--- src/rtl/booth_mult_arbiter.sv ---
// Round-robin front end sharing one sequential Booth multiplier between NUM_REQ requesters.
// Define BOOTH_ARB_TIMEOUT_EN to abort a WAIT that sees no mul_done within TIMEOUT_CYC cycles.
module booth_mult_arbiter #(
    parameter int NUM_REQ     = 4,
    parameter int WIDTH       = 4,
    parameter int TIMEOUT_CYC = 15
) (
    input  logic                          clk,
    input  logic                          rst,
    input  logic [NUM_REQ-1:0]            req_valid,
    output logic [NUM_REQ-1:0]            req_ready,
    input  logic [NUM_REQ*WIDTH-1:0]      req_a,
    input  logic [NUM_REQ*WIDTH-1:0]      req_b,
    output logic                          rsp_valid,
    input  logic                          rsp_ready,
    output logic [$clog2(NUM_REQ)-1:0]    rsp_id,
    output logic signed [2*WIDTH-1:0]     rsp_y,
    output logic                          rsp_err,
    output logic                          mul_start,
    output logic signed [WIDTH-1:0]       mul_a,
    output logic signed [WIDTH-1:0]       mul_b,
    input  logic                          mul_done,
    input  logic signed [2*WIDTH-1:0]     mul_y,
    output logic                          busy
);
    localparam int ID_W = $clog2(NUM_REQ);

    if (NUM_REQ < 2 || TIMEOUT_CYC < 1) begin : g_param_check
        $error("booth_mult_arbiter: NUM_REQ must be >= 2 and TIMEOUT_CYC >= 1");
    end

    typedef enum logic [1:0] {S_IDLE, S_ISSUE, S_WAIT, S_RESP} state_t;

    state_t                  state;
    logic [ID_W-1:0]         ptr;
    logic [ID_W-1:0]         grant_id;
    logic [ID_W-1:0]         sel;
    logic [NUM_REQ-1:0]      grant;
    logic                    found;
    logic                    accept;
    logic signed [WIDTH-1:0] a_sel;
    logic signed [WIDTH-1:0] b_sel;
    int                      idx;

`ifdef BOOTH_ARB_TIMEOUT_EN
    localparam int CNT_W = $clog2(TIMEOUT_CYC + 1);
    logic [CNT_W-1:0] wait_cnt;
`else
    assign rsp_err = 1'b0;
`endif

    // Search starts just after the last winner so every requester gets a turn.
    always_comb begin
        found    = 1'b0;
        grant_id = '0;
        idx      = 0;
        sel      = '0;
        for (int i = 1; i <= NUM_REQ; i++) begin
            idx = int'(ptr) + i;
            if (idx >= NUM_REQ) idx = idx - NUM_REQ;
            sel = ID_W'(idx);
            if (!found && req_valid[sel]) begin
                found    = 1'b1;
                grant_id = sel;
            end
        end
    end

    always_comb begin
        a_sel = '0;
        b_sel = '0;
        for (int i = 0; i < NUM_REQ; i++) begin
            if (grant_id == ID_W'(i)) begin
                a_sel = req_a[i*WIDTH +: WIDTH];
                b_sel = req_b[i*WIDTH +: WIDTH];
            end
        end
    end

    assign grant     = found ? (NUM_REQ'(1) << grant_id) : '0;
    assign req_ready = (state == S_IDLE && !rst) ? grant : '0;
    assign accept    = |(req_valid & req_ready);

    always_ff @(posedge clk or posedge rst) begin
        if (rst) begin
            state     <= S_IDLE;
            ptr       <= ID_W'(NUM_REQ - 1);
            mul_start <= 1'b0;
            mul_a     <= '0;
            mul_b     <= '0;
            rsp_valid <= 1'b0;
            rsp_id    <= '0;
            rsp_y     <= '0;
            busy      <= 1'b0;
`ifdef BOOTH_ARB_TIMEOUT_EN
            rsp_err   <= 1'b0;
            wait_cnt  <= '0;
`endif
        end else begin
            case (state)
                S_IDLE: begin
                    if (accept) begin
                        mul_a     <= a_sel;
                        mul_b     <= b_sel;
                        rsp_id    <= grant_id;
                        ptr       <= grant_id;
                        mul_start <= 1'b1;
                        busy      <= 1'b1;
                        state     <= S_ISSUE;
                    end
                end
                S_ISSUE: begin
                    mul_start <= 1'b0;
                    state     <= S_WAIT;
`ifdef BOOTH_ARB_TIMEOUT_EN
                    wait_cnt  <= '0;
`endif
                end
                S_WAIT: begin
                    // A done on the expiry cycle still delivers the real product.
                    if (mul_done) begin
                        rsp_y     <= mul_y;
                        rsp_valid <= 1'b1;
                        state     <= S_RESP;
`ifdef BOOTH_ARB_TIMEOUT_EN
                        rsp_err   <= 1'b0;
                    end else if (wait_cnt == CNT_W'(TIMEOUT_CYC - 1)) begin
                        rsp_y     <= '0;
                        rsp_err   <= 1'b1;
                        rsp_valid <= 1'b1;
                        state     <= S_RESP;
                    end else begin
                        wait_cnt  <= wait_cnt + 1'b1;
`endif
                    end
                end
                S_RESP: begin
                    if (rsp_ready) begin
                        rsp_valid <= 1'b0;
                        busy      <= 1'b0;
                        state     <= S_IDLE;
                    end
                end
                default: state <= S_IDLE;
            endcase
        end
    end
endmodule

--- config.mk ---
export PLATFORM = sky130hd
export DESIGN_NAME = booth_mult_arbiter
export DESIGN_NICKNAME = d
export VERILOG_FILES = /design/src/rtl/booth_mult_arbiter.sv
export SDC_FILE = /design/constraint.sdc
export NUM_CORES = 1
export LEC_CHECK = 0
export ABC_AREA = 1
export BUFFER_PORTS_ARGS = -buffer_cell sky130_fd_sc_hd__buf_2
export CORE_MARGIN = 3
export CORE_UTILIZATION = 47
export CTS_CLUSTER_SIZE = 30
export DETAILED_ROUTE_END_ITERATION = 8
export HOLD_SLACK_MARGIN = 0.02
export PLACE_DENSITY = 0.8
export SYNTH_ARGS = -nofsm -noshare
export SYNTH_HDL_FRONTEND = slang
export SYNTH_SLANG_ARGS = --single-unit
--- constraint.sdc ---
create_clock -name clk -period 2.4 [get_ports clk]
set_input_delay 0.48 -clock clk [delete_from_list [all_inputs] [get_ports clk]]
set_output_delay 0.48 -clock clk [all_outputs]
set_load 0.01 [all_outputs]
==> impl_metrics.yaml <==
run_status:
  outcome: "complete, but fails checks"
  violations: "setup timing"
timing:
  slew_violations: 0
  finalSetupViolCount: 8
  layout_setup_ws_ps: -193
  relSlewSlack: 0.653
  holdWs_ps: 186
  min_period_over_period: 1.08
  worst_pin_slew_ps: 520
  tns_ps: -753
  fmax_mhz: 386
  skew_ps: 10.4
  fin_crit_ps: 2590
  rsz0062_at_grt: "yes"
  hold_viol: 0
logic_synthesis:
  syn_area_um2: 1650
  syn_nets: 262
  syn_avg_cell_area_um2: 7.83
  ys_types: 29
  synth_top_area_frac: 0.350
  yosys-top-cells-area: "dfrtp_1 35%, nand2_1 18%, mux2_2 5.5%, nand4_1 4.2%, nand2_2 3.8%"
  synthCells: 210
  synth_seq_area_share: 0.382
  yosys_warnings: 0
  yosysTopAreaCell: "dfrtp_1"
  synth-seq-cells: 25
grt:
  overflow: 0
  grt_max_degree: 15
  grt_use_total: 0.220
  grt_pass1_vias: 1731
  antenna_found_initial: 0
  grt_first_pass_wirelength_um: 7490
setup_path:
  ff2ff_path_depth: 16
  crit_path_max_fanout: 5
  arrival_ps: 2110
  regToRegStartpoint: "ptr[0]"
  r2r_slack_ps: -40
  worstSetupPathType: "reg2out"
  endpoint_kind: "output pin"
  crit_path_start_kind: "register"
  cp.required_ps: 1920
  r2r-end: "mul_a[3]"
power_and_ir_drop:
  p_leak_nw: 1.23
  p_clk_frac: 0.050
  p_int_mw: 1.78
  comb_power_share: 0.747
  p_per_area_nw_per_um2: 1630
  power_switching_mw: 1.89
  swShare: 0.514
  p_seq_frac: 0.203
  total_power_mw: 3.67
  max-vdd-ir-drop_v: 0.000730
drt:
  routed-via-count: 1713
  drt-total-wl_um: 4410
  post_drt_wl_per_cell_um: 12.9
  vias_per_cell: 5.02
  post-route-drc-count: 0
  drtIter0Drc: 83
  dr.pass1.iters: 4
  drtAntennaViolNets: 0
place:
  dpl.cell_count: 327
  io_buffers: 72
  hpwl_um: 3270
  gp_congestion: 0.948
cells_and_area:
  fin_util: 0.703
  syn2layout_area_growth_pct: 36.9
  ff_latch_area_um2: 628
  diodes: 0
  multi_input_area_um2: 992
  drive_above_1_share: 0.498
  final_common_cell: "buf_2"
  final_cell_mix: "72 x buf_2, 66 x nand2_1, 23 x dfrtp_1"
  nNetsFinal: 350
  fillers: 281
  finalNonFillerCells: 341
clock_network:
  clk_pin_slew_ps: 140
  cts_tree: "built"
  cts_max_path_buffers: 2
  cts_made_buffers: 3
  numClockSinks: 25
  cts-root-buf: "clkbuf_4"
  insertion_delay_ps: 310
  htreeDepth: 1
run:
  max-cap-violations: 0
floorplanning:
  core_um2: 3200
  std_cell_rows: 20
  die_w_um: 65.2
  die-height_um: 65.2
  dieArea_um2: 4250
  ioPinCount: 74
  initial_core_util: 0.514
min_path:
  hold_class: "in2async"
per-stage QoR:
step	cell area (µm²)	setup WS, ps
global placement	2060	164
CTS	2220	-155
detailed placement	2060	102
global route	2250	-322
floorplan	1650	185
finish	2250	-193
what timing repair did:
| item | CTS | global route |
|---|---|---|
| pin swaps | 7 | 9 |
| setup endpoints to repair | 4 | 12 |
| setup buffers | 8 | 2 |
| hold buffers | 0 | 0 |
| cloned | 0 | 0 |
| resized for setup | 13 | 8 |
worst max-delay path: stages, from the launching register on:
cell,delay [ps]
dfstp_2,620
buf_4,130
nand2_2,60
nand3_1,100
nand2_2,80
nor2_4,170
nand3_4,120
nand3_4,110
nand2_8,80
nor3_4,180
buf_2,150
synth_stat cells:
library cell	count
nand3_2	6
nor2_1	11
o22ai_1	1
dfstp_2	2
inv_4	1
o21ai_1	1
inv_2	5
nand3b_1	1
nand2_2	10
a21oi_1	4
conb_1	1
nand4_2	1
o21ai_0	6
buf_1	1
o21ai_2	1
nand2_1	78
mux2_2	8
buf_4	1
nand2_4	4
buf_8	2
inv_1	9
nor2_4	2
dfrtp_1	23
nor3_1	1
buf_2	2
nand4_1	11
nand3_1	11
ha_1	4
nor3_2	2
power groups by stage:
stage	Sequential, mW	Combinational, mW	Clock (mW)
floorplan	0.832	1.71	0
global placement	0.757	2.26	0
detailed placement	0.762	2.28	0
CTS	0.746	2.63	0.192
global route	0.775	3.07	0.211
finish	0.747	2.74	0.182
per-layer routing:
metal	GRT usage	share of wire	vias up
met3	0.0376	0.081	11
li1	-	-	857
met2	0.372	0.47	74
met5	0	0	-
met1	0.282	0.43	771
met4	0.0777	0.023	0
cell type report:
class                      count  area share
clock buffer                   3      0.0100
timing repair buffer          89       0.217
sequential                    25       0.279
inverter                      15      0.0272
multi-input combinational    164       0.441
tap                           44      0.0244
clock inverter                 1     0.00222
state kept, by name, indices dropped and copies added, names as in the netlist:
signal     count
rsp_y          8
mul_a          4
mul_b          4
ptr            2
rsp_id         2
state          2
busy           1
mul_start      1
rsp_valid      1
kinds of logic (layout without fill, tap and decap cells):
group,Yosys count,after routing,synth area share
compound gates,13,13,0.0426
fa+ha+maj,4,4,0.0304
buf+inv,21,108,0.0669
flops,25,25,0.382
mux,8,8,0.0548
other cells,1,1,0.00228
simple gates,138,138,0.421
worst max-delay path by stage:
stage	from	end	cells after the start
CTS	ptr[0]	req_ready[2]	12
global route	ptr[0]	req_ready[2]	10
finish	ptr[0]	req_ready[2]	10
global placement	ptr[0]	req_ready[2]	11
detailed placement	ptr[0]	req_ready[2]	11
floorplan	ptr[0]	req_ready[0]	11
No activity file was read; power rests on OpenSTA's default activity.
